**src/rtl/fetch_unit.sv**
```systemverilog
// Instruction fetch stage: PC, ROM addressing, instruction register with valid/ready to decode.
// Optional FETCH_JMP_FOLD_EN: jmp instructions are resolved here instead of being issued.
module fetch_unit #(
    parameter int unsigned          ADDR_W   = 4,
    parameter int unsigned          INST_W   = 16,
    parameter logic [ADDR_W-1:0]    RESET_PC = '0
) (
    input  logic              clk,
    input  logic              rst,
    input  logic              fetch_en,
    output logic [ADDR_W-1:0] rom_addr,
    input  logic [INST_W-1:0] rom_data,
    output logic [INST_W-1:0] ir,
    output logic [ADDR_W-1:0] ir_pc,
    output logic              ir_valid,
    input  logic              ir_ready,
    input  logic              redirect_valid,
    input  logic [ADDR_W-1:0] redirect_target,
    output logic [ADDR_W-1:0] pc
);

    typedef enum logic {
        EMPTY = 1'b0,
        FULL  = 1'b1
    } state_t;

    state_t              state_q, state_d;
    logic [ADDR_W-1:0]   pc_q, pc_d;
    logic [INST_W-1:0]   ir_q;
    logic [ADDR_W-1:0]   ir_pc_q;
    logic                load_ir;
    logic                slot_free;
    logic                transfer;
    logic                fold_jmp;

    assign slot_free = (state_q == EMPTY) | ir_ready;
    assign transfer  = (state_q == FULL) & ir_ready;

`ifdef FETCH_JMP_FOLD_EN
    logic [ADDR_W-1:0] jmp_target;
    assign jmp_target = rom_data[ADDR_W+7:8];
    assign fold_jmp   = (rom_data[INST_W-1 -: 4] == 4'b1000);
`else
    assign fold_jmp   = 1'b0;
`endif

    always_ff @(posedge clk or posedge rst) begin
        if (rst) begin
            state_q <= EMPTY;
            pc_q    <= RESET_PC;
        end else begin
            state_q <= state_d;
            pc_q    <= pc_d;
        end
    end

    always_ff @(posedge clk or posedge rst) begin
        if (rst) begin
            ir_q    <= '0;
            ir_pc_q <= '0;
        end else if (load_ir) begin
            ir_q    <= rom_data;
            ir_pc_q <= pc_q;
        end
    end

    // A folded jmp always leaves the slot empty: a free slot was either empty or just transferred.
    always_comb begin
        state_d = state_q;
        pc_d    = pc_q;
        load_ir = 1'b0;
        if (redirect_valid) begin
            pc_d    = redirect_target;
            state_d = EMPTY;
        end else if (fetch_en && slot_free) begin
            if (fold_jmp) begin
`ifdef FETCH_JMP_FOLD_EN
                pc_d    = jmp_target;
`endif
                state_d = EMPTY;
            end else begin
                load_ir = 1'b1;
                pc_d    = pc_q + ADDR_W'(1);
                state_d = FULL;
            end
        end else if (transfer) begin
            state_d = EMPTY;
        end
    end

    always_comb begin
        rom_addr = pc_q;
        pc       = pc_q;
        ir       = ir_q;
        ir_pc    = ir_pc_q;
        ir_valid = (state_q == FULL);
    end

endmodule

```
**config.mk**
```make
export PLATFORM = sky130hd
export DESIGN_NAME = fetch_unit
export DESIGN_NICKNAME = d
export VERILOG_FILES = /design/src/rtl/fetch_unit.sv
export SDC_FILE = /design/constraint.sdc
export NUM_CORES = 1
export LEC_CHECK = 0
export CAP_MARGIN = 10
export CORE_MARGIN = 2
export CORE_UTILIZATION = 32
export DETAILED_ROUTE_END_ITERATION = 12
export GPL_TIMING_DRIVEN = 0
export PLACE_DENSITY = 0.66
export SLEW_MARGIN = 20
export SYNTH_ARGS = -nofsm -noshare
export SYNTH_HDL_FRONTEND = slang
export SYNTH_SLANG_ARGS = --single-unit
```
**constraint.sdc**
```tcl
create_clock -name clk -period 3.2 [get_ports clk]
set_input_delay 0.64 -clock clk [delete_from_list [all_inputs] [get_ports clk]]
set_output_delay 0.64 -clock clk [all_outputs]
set_load 0.1 [all_outputs]
```
==> run summary, run 1 <==
The setup path with the least slack is of type reg2out. In this run the tightest slew margin relative to its limit is 0.339. The area of the mapped netlist came out at 1080 sq um. In this run the static leakage power is 0.695 nW.

The post-synthesis register bit count is 25. The final route contains 827 vias. STA classifies the critical path endpoint as an output port. At the end of the flow, the number of nets in the layout was 163. The number of max-cap violations is 0. The actual slew at the worst max-slew pin came out at 0.988 ns. STA puts the critical path data required time at 2.56 ns.

The dominant synthesized flop cell is sky130_fd_sc_hd__dfrtp_1. The core footprint is 3280 sq um. The growth of design area from synthesis to finish is 57.0%. The count of routing violations after the opening detailed-route iteration came out at 12.

The largest net degree at the start of global routing is 26. The wire length per cell is 13.0 microns. The min-delay analysis places its worst path in the category reg2reg. The via count of the first global-routing pass came to 818. The number of different library cells used by synthesis comes to 21. The cell count after synthesis came out at 79. The depth of the worst register-to-register path came out at 4. On the final layout, the worst clock skew is 0.00181 ns. Of the available clock period, the critical path in the final layout requires 0.838. After detailed routing, the number of vias per cell comes to 4.54. The number of buffers added by the clock tree synthesis step came out at 3. Once detail routing completed, the nets flagged for antenna violations numbered 0. The number of I/O pins came out at 54. The top fanout value on the critical path is 7. The sequential element share of the synthesized area is 0.581.

The worst hold path cell count came out at 1. The number of inserted filler cells in the final layout is 281. Summed over all failing endpoints, the final setup total negative slack is 0 ns. Routability-driven placement finished with a final weighted congestion of 0.807. For this run, the detailed router's first-pass iteration total came to 4.

From bottom edge to top edge, the die measures 62.0 microns. The residual DRC count is 0. For this configuration, the core starts out at a cell density of 0.328. The share of synthesized flip-flops with an asynchronous set or reset is 1.00. The run finished with clean final reports. The width of the die came out at 62.0 microns. Counting flops with a built-in enable in the synthesized netlist gives 0.

The number of endpoints with negative hold slack in the final report came out at 0. The clock-pin slew of the registers on the worst-case setup and hold paths is 0.13 ns. Setup repair after global routing left no endpoint under its margin. The initial antenna violation count came out at 0. The floorplan step defined a die boundary enclosing 3850 sq um. The clock period minus final worst setup slack is 2.68 ns. Leaving out fill and tap cells, the most frequent cell in the layout is sky130_fd_sc_hd__clkdlybuf4s50_1.

The final count of pins violating max slew came out at 0. After global routing the overflow that remains totals 0. The maximum clock path buffer count is 2. The number of rows created at floorplan is 21. The peak ir drop on the vdd network is 265 uV. The quantity of hold-fixing buffers added after cts is 0. The CTS H-tree depth came out at 1. The synthesized area per cell came out at 13.6 sq um. Leaving out fill and tap cells, the most frequent cells in the layout are sky130_fd_sc_hd__clkdlybuf4s50_1 (53), sky130_fd_sc_hd__dfrtp_1 (25), sky130_fd_sc_hd__mux2_2 (18). The net count after synthesis came out at 105. The final worst hold slack is 0.513 ns. The arrival time of data at the critical path endpoint is 2.04 ns. The nature of the critical path startpoint is a flip-flop.

Static timing analysis puts the maximum clock frequency at 0.373 GHz. The tree is rooted in a sky130_fd_sc_hd__clkbuf_4. The antenna diode count is 0. The share of cells above drive strength 1 came out at 0.228.

The number of gates resized after cts came out at 0. The global-route total usage across every layer came out at 0.125. The total power of the final layout came out at 1.22 mW.

The total wire length is 2360 microns. In this run the post-CTS setup repair buffer count came out at 0. The wire length of the first global-routing pass is 3520 microns.

TritonCTS built the clock tree. During synthesis, Yosys emitted a total of 0 warnings. Summed over all nets, the half-perimeter wirelength after detailed placement is 1850 microns.

The later pin in the worst-skew pair is clocked with a latency of 0.30 ns. The power per cell area is 723 nW/um^2. The count of final setup violators came out at 0. The number of port buffers is 53. The clock net in this run drives a total of 25 sinks.
## critical path, stage by stage (launching register included)
cell and delay (ns):
sky130_fd_sc_hd__dfrtp_1 0.48, sky130_fd_sc_hd__buf_4 0.14, sky130_fd_sc_hd__clkdlybuf4s50_1 1.11
## final timing paths
kind | startpoint | end | slack, ns
min reg2reg | ir[10]$_DFFE_PP0P_ | ir[10]$_DFFE_PP0P_ | 0.51
max | pc[0]$_DFFE_PP0P_ | rom_addr[0] | 0.52
max in group asynchronous | rst | ir_pc[2]$_DFFE_PP0P_ | 1.82
max reg2reg | ir_valid$_DFFE_PP0P_ | ir[3]$_DFFE_PP0P_ | 1.84
min in group asynchronous | rst | ir[6]$_DFFE_PP0P_ | 0.83
min | ir[10]$_DFFE_PP0P_ | ir[10]$_DFFE_PP0P_ | 0.51
## power by group
group	total [mW]	leakage [nW]	internal, mW	switching [mW]
clock network	0.135	0.0150	0.0486	0.0864
logic	0.687	0.385	0.177	0.510
registers	0.401	0.295	0.368	0.0325
total	1.22	0.695	0.594	0.629
## cell type report
class,count,area [sq um],area share
flip-flops and latches,25,626,0.370
repair buffers,53,531,0.314
multi-input cells,44,384,0.227
well taps,46,57.6,0.0340
plain buffers,6,52.6,0.0311
clock buffers,4,26.3,0.0155
inverters,4,15.0,0.00888
## per-layer routing
layer  vias up  wire length, microns  track usage
met3         4                   185       0.0186
li1        389                     -            -
met1       400                   939        0.144
met5         -                     0            0
met4         0                    34       0.0608
met2        34                  1210        0.225
## cells by family after synthesis
family / Yosys count / synth area share
and+or+nand+nor: 15 / 0.0860
AOI/OAI and AO/OA: 8 / 0.0499
buffers and inverters: 10 / 0.0627
adders and majority gates: 1 / 0.0116
DFF: 25 / 0.581
muxes: 20 / 0.209
## flip-flops by register name, summed over array words and instances, names as in the netlist
signal,cells
pc,4
ir_valid,1
ir,16
ir_pc,4
## metrics by stage
stage	std cells	cell area, sq um	setup slack, ns	utilization
after floorplan	79	1080	1.17	-
after detailed placement	178	1670	0.859	0.507
final	182	1690	0.518	0.515
after global placement	178	1670	0.862	0.507
after CTS	182	1690	0.490	0.515
after global routing	182	1690	0.426	0.515
## cells in the mapped netlist, types with 2 or more instances
cell type / instances / share of area
sky130_fd_sc_hd__mux2_2: 18 / 0.19
sky130_fd_sc_hd__nand2_1: 3 / 0.010
sky130_fd_sc_hd__buf_4: 4 / 0.028
sky130_fd_sc_hd__mux2_1: 2 / 0.021
sky130_fd_sc_hd__a31oi_1: 2 / 0.012
sky130_fd_sc_hd__inv_1: 3 / 0.010
sky130_fd_sc_hd__nor2_1: 3 / 0.010
sky130_fd_sc_hd__o21ai_0: 2 / 0.0093
sky130_fd_sc_hd__nand3_1: 3 / 0.014
sky130_fd_sc_hd__buf_6: 2 / 0.021
sky130_fd_sc_hd__dfrtp_1: 25 / 0.58
sky130_fd_sc_hd__o311ai_0: 3 / 0.024
Power figures use the tool's default switching activity.
==> inputs of run 2 (changes only) <==
- PLACE_DENSITY: 0.66 -> 0.69
- clock period: 3.2 -> 2.25 ns (I/O delays scaled with it)
==> run 2 against run 1 <==
Count of clock-buffer cells in the layout down 1. Utilization down 0.95 points. Highest routed layer unchanged. First-iteration DRC count up 92%.
==> run summary, run 2 (synthesis gave the netlist of run 1 again) <==
The flow ran to the end, and the final reports show no timing, DRC or antenna violations. The post-route non-filler standard cell count is 182 (unchanged). The antenna diode count was 0 (unchanged).

The net switching power figure is 0.899 mW (+43%). The leftover overflow at the end of global routing is 0 (unchanged). The static power due to leakage came out at 0.738 nW (+6.1%).

The highest attainable clock frequency is 0.462 GHz. The number of buffers added by the clock tree synthesis step came out at 3 (unchanged). The register-to-register setup slack was 0.90 ns (-0.94 ns). The clock period minus final worst setup slack is 2.16 ns.

The clock-pin slew of the registers on the worst-case setup and hold paths came out at 0.14 ns (about the same). The number of clock sinks came to 25 (unchanged). The number of endpoints with negative hold slack in the final report was 0 (unchanged).

The detailed-router iteration count before antenna repair came out at 3 (-1). The vertical die dimension is 62.0 microns (unchanged). TritonCTS built the clock tree.

The total via count after detailed routing came out at 815 (-1.5%). The number of inserted filler cells in the final layout came to 300 (+6.8%). The wire length per cell was 12.7 microns (-2.0%).

The width of the die is 62.0 microns (unchanged). The share of the core filled with cells in the final layout came out at 0.506 (-0.00952). Leaving out fill and tap cells, the most frequent cell in the layout is sky130_fd_sc_hd__dlygate4sd2_1. The tree is rooted in a sky130_fd_sc_hd__clkbuf_4. The count of final setup violators came out at 0 (unchanged). The number of placed instances with taps included is 178 (unchanged). The proportion of total power due to net switching came out at 0.534 (+0.0198). The global-route total usage across every layer came out at 0.123 (-0.00237). The via count normalized by instance count came out at 4.48 (-1.5%).

The actual slew at the worst max-slew pin is 0.972 ns (-0.0157 ns). The biggest cell delay along the critical path is 0.82 ns (-0.29 ns). The maximum clock path buffer count is 2 (unchanged). The power per cell area is 1010 nW/um^2 (+40%). The number of port buffers is 53 (unchanged). The setup slack after layout came out at 0.0854 ns (-0.433 ns). The core footprint came out at 3280 sq um (unchanged). The cell internal power dissipation came to 0.784 mW (+32%). The worst setup path is captured at an output port.

The part of the cycle the worst path needs came out at 0.962. The number of nets in the finished design came to 163 (unchanged). The growth of design area from synthesis to finish is 54.1%. Setup repair after global routing left no endpoint under its margin. The buffer and inverter count on the worst path is 2 (unchanged). For this design, the slowest cell found on the critical path is sky130_fd_sc_hd__clkdlybuf4s15_1. The final count of pins violating max slew came out at 0 (unchanged). The largest net degree at the start of global routing came out at 26 (unchanged). The final worst clock skew came out at 0.00694 ns (+0.00512 ns). The number of max-cap violations came out at 0 (unchanged). The floorplan die area came out at 3850 sq um (unchanged). The residual DRC count came out at 0 (unchanged). The wire length of the first global-routing pass came out at 3400 microns (-3.4%).

The CTS H-tree depth is 1 (unchanged). The count of routing violations after the opening detailed-route iteration is 23 (+11). The critical path goes through buf_4 > clkdlybuf4s15_1. The kind of cell with the highest combined delay on the critical path is buffers and inverters. The share of cells above drive strength 1 came out at 0.243 (+0.0147). The detailed-placement wirelength estimate was 1800 microns (-2.7%).

The via count of the first global-routing pass is 791 (-3.3%). The area taken by multi-input logic gates is 384 sq um (unchanged). The sum of negative setup slack is 0 ns (unchanged). The quantity of hold-fixing buffers added after cts came out at 0 (unchanged). The combinational share of power is 0.546 (-0.016). The total wire length is 2320 microns (-2.0%). The clock insertion delay at the later pin of the skew report came to 0.31 ns (about the same).

In the layout the commonest cells are sky130_fd_sc_hd__dlygate4sd2_1 (26), sky130_fd_sc_hd__dfrtp_1 (25), sky130_fd_sc_hd__clkdlybuf4s50_1 (24). The number of I/O pins came out at 54 (unchanged). The path type of the worst min-delay path is reg2reg. The number of nets with antenna violations after routing is 0 (unchanged). The share of total power in sequential cells came out at 0.336 (+0.008).

The effective utilization at floorplan is 0.328 (unchanged). The peak ir drop on the vdd network came out at 358 uV (+35%). The number of flip-flops under the largest register name came to 16 (unchanged). The routability congestion estimate from global placement came to 0.723 (-10%).

The top fanout value on the critical path is 6 (-1). The initial antenna violation count was 0 (unchanged). The critical path is of the reg2out type.

The fraction of power consumed by the clock network is 0.118 (+0.008). STA classifies the critical path startpoint as a flip-flop. The placement-stage worst setup slack is 0.0745 ns (-0.784 ns). The data required time of the worst path came out at 1.80 ns (-0.76 ns).

The arrival time of data at the critical path endpoint was 1.71 ns (-0.33 ns). The worst slew slack as a fraction of its limit is 0.354 (+0.0151). The number of rows created at floorplan came out at 21 (unchanged). The register cell area after layout came to 626 sq um (unchanged).
run 2: cell types whose count changed in the layout (fill, tap and decap cells not counted), sizes merged:
cell / delta
dlygate4sd2: +26
clkdlybuf4s50: -29
clkbuf: -1
clkdlybuf4s15: +2
buf: +1
clkinvlp: +1
run 2: power by group through the flow:
stage	sequential [mW]	clock (mW)	combinational [mW]
floorplan	1.13	0	0.181
global placement	0.574	0	0.975
detailed placement	0.579	0	0.982
CTS	0.567	0.214	0.923
global route	0.578	0.235	0.953
finish	0.565	0.199	0.919
run 2: layout make-up:
class	instances	area share
Clock buffer	3	0.0136
Multi-Input combinational cell	44	0.231
Tap cell	46	0.0347
Buffer	6	0.0317
Timing Repair Buffer	53	0.298
Sequential cell	25	0.377
Clock inverter	1	0.00452
Inverter	4	0.00904
run 2: routing by layer:
layer	part of all wire	GRT usage
met1	0.41	0.132
met2	0.49	0.225
met3	0.088	0.0311
met4	0.0073	0.0547
met5	0	0
run 2: per-stage QoR:
stage          hold slack, ns  total power [mW]  instance area, sq um
6_report                0.494              1.68                  1660
5_1_grt                 0.515              1.77                  1660
4_1_cts                 0.503              1.70                  1660
3_5_place_dp            0.476              1.56                  1670
3_3_place_gp            0.470              1.55                  1670
2_1_floorplan           0.477              1.31                  1080
run 2: worst paths after layout:
path / startpoint / end / cells after the start
setup reg to reg: ir_valid$_DFFE_PP0P_ / ir[15]$_DFFE_PP0P_ / 4
hold / removal: ir[12]$_DFFE_PP0P_ / ir[12]$_DFFE_PP0P_ / 1
min in group asynchronous: rst / ir[8]$_DFFE_PP0P_ / 2
hold reg to reg: ir[12]$_DFFE_PP0P_ / ir[12]$_DFFE_PP0P_ / 1
max in group asynchronous: rst / pc[1]$_DFFE_PP0P_ / 2
setup / recovery: pc[1]$_DFFE_PP0P_ / rom_addr[1] / 2
run 2: worst reg2reg max path, delay by kind of cell, from the launching register on:
family	cells	cell delay, ns
simple gates	2	0.31
mux	1	0.34
flops	1	0.42
buf+inv	1	0.18
run 2: timing repair:
| item | 4_1_cts | 5_1_grt |
|---|---|---|
| setup endpoints to repair | 29 | 2 |
| setup buffers | 0 | 0 |
| resized for setup | 30 | 2 |
==> inputs of run 3 (changes only) <==
- CTS_CLUSTER_DIAMETER: default -> 30
==> results of run 3 <==
The final DEF is identical to that of run 2; final timing and power are the same.
==> RTL change 1: new RTL, settings of run 2 <==
`ADDR_W`: 4 -> 3.
--- a/src/rtl/fetch_unit.sv
+++ b/src/rtl/fetch_unit.sv
@@ -1,7 +1,7 @@
 // Instruction fetch stage: PC, ROM addressing, instruction register with valid/ready to decode.
 // Optional FETCH_JMP_FOLD_EN: jmp instructions are resolved here instead of being issued.
 module fetch_unit #(
-    parameter int unsigned          ADDR_W   = 4,
+    parameter int unsigned          ADDR_W   = 3,
     parameter int unsigned          INST_W   = 16,
     parameter logic [ADDR_W-1:0]    RESET_PC = '0
 ) (
Ports: changed (resized ir_pc, pc, redirect_target and rom_addr); port bits go from 54 to 50. No check against the original RTL was run, so the function may have changed too.
==> RTL change 1 against run 2 <==
Via count fell by 8.6%. First-iteration DRC count unchanged. Worst setup slack improved by 0.0079 ns. Count of clock-buffer cells in the layout rose by 1. Area after synthesis fell by 5.0%. Cell count fell by 9.3%. Sequential power fell by 8.3%. Total power decreased by 7.7%. Cell area is 6.5% lower. Wire length is 10% lower. Clock skew is 0.0051 ns lower. Sequential share of layout area decreased by 0.61 points. Synthesized cell count down 13%. Sequential cell count shrank 2.
==> RTL change 1: results (changes against run 2) <==
synth:
  synth_warnings: 0  # unchanged
  synthXorXnorAreaFrac_pct: 0  # unchanged
  syn_nets: 94  # was 105
  synth.area.top_cells: "dfrtp_1, mux2_4, mux2_2, buf_4, buf_12"  # was dfrtp_1, mux2_2, buf_4, o311ai_0, buf_6
  yosysSeqAreaShare_pct: 56.2  # was 58.1%
  yosysMostFrequentCell: "dfrtp_1"  # unchanged
  async_flop_share_pct: 100  # unchanged
  yosysUniqueCellTypes: 22  # was 21
  muxShareOfSynthArea_pct: 24.6  # was 20.9%
  synth_compound_area_share_pct: 3.55  # was 4.99%
  synth_common_cells: "dfrtp_1, mux2_4, mux2_2"  # was dfrtp_1, mux2_2, buf_4
  synth_fa_ha_area_share_pct: 1.22  # was 1.16%
outcome:
  status: "finished clean"  # unchanged
clock_network:
  h-tree-depth: 1  # unchanged
  cts_made_buffers: 3  # unchanged
  clk_pin_slew_worst_paths_ns: 0.12  # was 0.14 ns
  clock_latency_ns: 0.29  # was 0.31 ns
  clockRootBuffer: "clkbuf_4"  # unchanged
  cts.path.max_buffers: 2  # unchanged
  post-cts-setup-buffers: 0  # unchanged
  cts-resized-gates: 26  # was 30
final_layout:
  nNetsFinal: 147  # was 163
  bufAreaShareNonClock_pct: 32.6  # was 33.0%
  nClkBuffers: 4  # was 3
  clock_area_share_pct: 1.69  # was 1.81%
  num-multi-input-gates: 38  # was 44
  non_clock_inverter_count: 3  # was 4
  num-fill-cells: 279  # was 300
  layout-drive-gt1-share_pct: 24.8  # was 24.3%
  largest_reg_flops: 16  # unchanged
  register_area_sq_um: 576  # was 626 sq um
  diodes: 0  # unchanged
  multiInputGateArea_sq_um: 379  # was 384 sq um
  signal_buffers: 53  # was 59
  nFlopsAndLatches: 23  # was 25
global_route:
  grtUsageTotal_pct: 12.3  # about the same
  grt_use_met2_pct: 21.4  # was 22.5%
  grt_util_met1_pct: 14.9  # was 13.2%
  grt_pass1_wl_microns: 3360  # was 3400 microns
  grt_pass1_vias: 757  # was 791
  grt_max_degree: 24  # was 26
  antenna_found_initial: 0  # unchanged
  use_met3_pct: 1.92  # was 3.11%
timing:
  setup_viol: 0  # unchanged
  clock-skew-final_ns: 0.00186  # was 0.00694 ns
  max_slew.worst_pin.slew_ns: 0.978  # was 0.972 ns
detailed_routing:
  drt_iter0_drc: 23  # unchanged
  wl_per_cell_microns: 12.6  # was 12.7 microns
  via_count: 745  # was 815
  firstDrtPassIters: 3  # unchanged
placed_design:
  hpwlAfterDp_microns: 1580  # was 1800 microns
  portBuffers: 48  # was 53
  gp_congestion: 0.663  # was 0.723
min_path:
  hold_path.class: "input port to flip-flop"  # was flip-flop to flip-flop
power:
  vdd_drop_max_v: 0.000305  # was 0.000358 V
  netSwitchingPower_mw: 0.807  # was 0.899 mW
  power.leakage_nw: 0.713  # was 0.738 nW
setup_path:
  cp.arrival_ns: 1.71  # about the same
-- RTL change 1: cell types whose count changed after synthesis, sizes merged, moves of 2 or more --
cell and change:
nor2b +2, dfrtp -2, nor2 -2, o311ai -3
-- RTL change 1: worst max-delay path: stages, from the launching register on --
cell and delay [ns]:
dfrtp_1 0.45, buf_4 0.13, dlygate4sd2_1 0.83
-- RTL change 1: final timing paths --
kind / slack, ns / to / start / cells after the start
worst max-delay path: 0.09 / rom_addr[0] / pc[0]$_DFFE_PP0P_ / 2
worst min-delay path: 0.33 / ir_valid$_DFFE_PP0P_ / redirect_valid / 2
min in group asynchronous: 0.62 / ir[13]$_DFFE_PP0P_ / rst / 2
worst min register to register: 0.51 / ir[10]$_DFFE_PP0P_ / ir[10]$_DFFE_PP0P_ / 1
max in group asynchronous: 1.11 / pc[2]$_DFFE_PP0P_ / rst / 2
worst max register to register: 0.58 / ir[1]$_DFFE_PP0P_ / ir_valid$_DFFE_PP0P_ / 4
-- RTL change 1: routing by layer --
layer / vias to the layer above / part of all wire, %
met5: - / 0
met4: 0 / 1.3
met3: 2 / 6.6
met2: 28 / 50
met1: 369 / 42
li1: 346 / -
-- RTL change 1: metrics by stage --
step	hold slack (ns)	setup WS, ns	area [sq um]	instances
5_1_grt	0.318	0.00479	1550	165
6_report	0.334	0.0933	1550	165
2_1_floorplan	0.452	0.224	1020	69
4_1_cts	0.325	0.0710	1550	165
3_5_place_dp	0.494	-0.000000888	1560	161
3_3_place_gp	0.490	0.0298	1560	161
-- RTL change 1: power groups by stage --
stage                     registers [mW]  clock network (mW)  logic [mW]
final                              0.518               0.180       0.855
after CTS                          0.520               0.192       0.861
after global placement             0.528                   0       0.907
after detailed placement           0.532                   0       0.913
after floorplan                     1.04                   0       0.181
after global routing               0.531               0.207       0.881
==> RTL change 2: new RTL, settings of run 2 <==
Made on the original files. Reset style: synchronous (`rst`), changed in 2 clocked blocks.
--- a/src/rtl/fetch_unit.sv
+++ b/src/rtl/fetch_unit.sv
@@ -44,7 +44,7 @@
     assign fold_jmp   = 1'b0;
 `endif
 
-    always_ff @(posedge clk or posedge rst) begin
+    always_ff @(posedge clk) begin
         if (rst) begin
             state_q <= EMPTY;
             pc_q    <= RESET_PC;
@@ -54,7 +54,7 @@
         end
     end
 
-    always_ff @(posedge clk or posedge rst) begin
+    always_ff @(posedge clk) begin
         if (rst) begin
             ir_q    <= '0;
             ir_pc_q <= '0;
Check against the original RTL: differs if rst is asserted again (counterexample within 4 cycles, from zero or initial values and one cycle with rst high); with rst held inactive, the same outputs for 10 cycles.
==> RTL change 2 against run 2 <==
Worst setup slack got worse by 0.019 ns. Fmax down 0.87%. Wire length grew 47%. First-iteration DRC count rose to 3.1 times the old value. Area after synthesis grew 5.9%. Sequential cell count unchanged. Count of clock-buffer cells in the layout is 1 higher. Cell area up 2.1%. Via count up 57%. Critical endpoint unchanged.
Power is not compared: it rests on default switching activity, and its combinational part moved more than twofold at a synthesized area within 25%.
==> RTL change 2: results (changes against run 2) <==
outcome:
  status: "finished clean"  # unchanged
final_layout:
  fin_area_sq_um: 1700  # was 1660 sq um
  num-fill-cells: 369  # was 300
  num-multi-input-gates: 81  # was 44
  register_area_sq_um: 500  # was 626 sq um
  bufAreaShareNonClock_pct: 34.1  # was 33.0%
  nNetsFinal: 213  # was 163
  multi_input_area_share_pct: 30.4  # was 23.1%
  nClkBuffers: 4  # was 3
  layout-drive-gt1-share_pct: 8.60  # was 24.3%
  clock_area_share_pct: 1.55  # was 1.81%
global_route:
  use_met3_pct: 5.00  # was 3.11%
  grt_util_met1_pct: 20.7  # was 13.2%
  grt_use_met2_pct: 30.1  # was 22.5%
  grt_max_degree: 14  # was 26
timing:
  slew_headroom_pct: 35.3  # was 35.4%
  clock-skew-final_ns: 0.00390  # was 0.00694 ns
  whs_ns: 0.448  # was 0.494 ns
detailed_routing:
  via_per_inst: 5.51  # was 4.48
  wl_met1_microns: 1470  # was 957 microns
  wl_met3_microns: 189  # was 204 microns
  firstDrtPassIters: 4  # was 3
  wl_met2_microns: 1720  # was 1140 microns
setup_path:
  cp.arrival_ns: 1.73  # was 1.71 ns
  critical_path.slowest_cell: "dlygate4sd2_1"  # was clkdlybuf4s15_1
  rr_startpoint: "ir_valid$_SDFFE_PP0P_"  # was ir_valid$_DFFE_PP0P_
min_path:
  hold_path.class: "input port to flip-flop"  # was flip-flop to flip-flop
  min_to: "pc[3]$_SDFFE_PP0P_"  # was ir[12]$_DFFE_PP0P_
synth:
  yosysSeqAreaShare_pct: 43.9  # was 58.1%
  synth_common_cells: "dfxtp_1, nand4_1, a21oi_1, o31ai_1, clkbuf_1"  # was dfrtp_1, mux2_2, buf_4
placed_design:
  hpwlAfterDp_microns: 2520  # was 1800 microns
## RTL change 2: cell count changes after synthesis, sizes merged, moves of 4 or more
cell,change
dfrtp,-25
a311oi,+4
dfxtp,+25
o31ai,+20
buf,+7
clkbuf,+8
mux2,-20
a21oi,+19
nand4,+21
## RTL change 2: cell families (layout without fill, tap and decap cells)
kind of cell,Yosys count,after routing,share of synthesized area (%)
AO/OA/AOI/OAI,49,49,28.1
adder cells (fa/ha/maj),1,1,1.10
buffers and inverters,25,80,11.0
flip-flops,25,25,43.9
AND/OR/NAND/NOR,31,31,16.0
## RTL change 2: worst max path at each step
| stage | cells past startpoint | slack, ns | startpoint | endpoint |
|---|---|---|---|---|
| after detailed placement | 2 | 0.11 | pc[0]$_SDFFE_PP0P_ | rom_addr[0] |
| after floorplan | 1 | 0.37 | pc[0]$_SDFFE_PP0P_ | rom_addr[0] |
| after CTS | 2 | 0.02 | pc[0]$_SDFFE_PP0P_ | rom_addr[0] |
| final | 2 | 0.07 | pc[1]$_SDFFE_PP0P_ | rom_addr[1] |
| after global routing | 2 | 0.007 | pc[1]$_SDFFE_PP0P_ | rom_addr[1] |
| after global placement | 2 | 0.13 | pc[0]$_SDFFE_PP0P_ | rom_addr[0] |
## RTL change 2: power by group
group / internal, mW / switching (mW) / leakage [nW]
sequential: 0.465 / 0.0163 / 0.205
clock: 0.0693 / 0.127 / 0.0150
combinational: 0.0937 / 0.278 / 0.501
## RTL change 2: per-stage QoR
stage	util, %	worst slack [ns]	cells
after global placement	50.4	0.130	228
final	50.0	0.0664	232
after CTS	50.1	0.0241	232
after detailed placement	50.4	0.110	228
after floorplan	-	0.370	131
after global routing	50.0	0.00730	232
## RTL change 2: what timing repair did
item,in CTS,in global routing
endpoints found under the setup margin,29,1
gates resized for setup,29,2
hold endpoints to repair,0,0
pin swaps,0,0
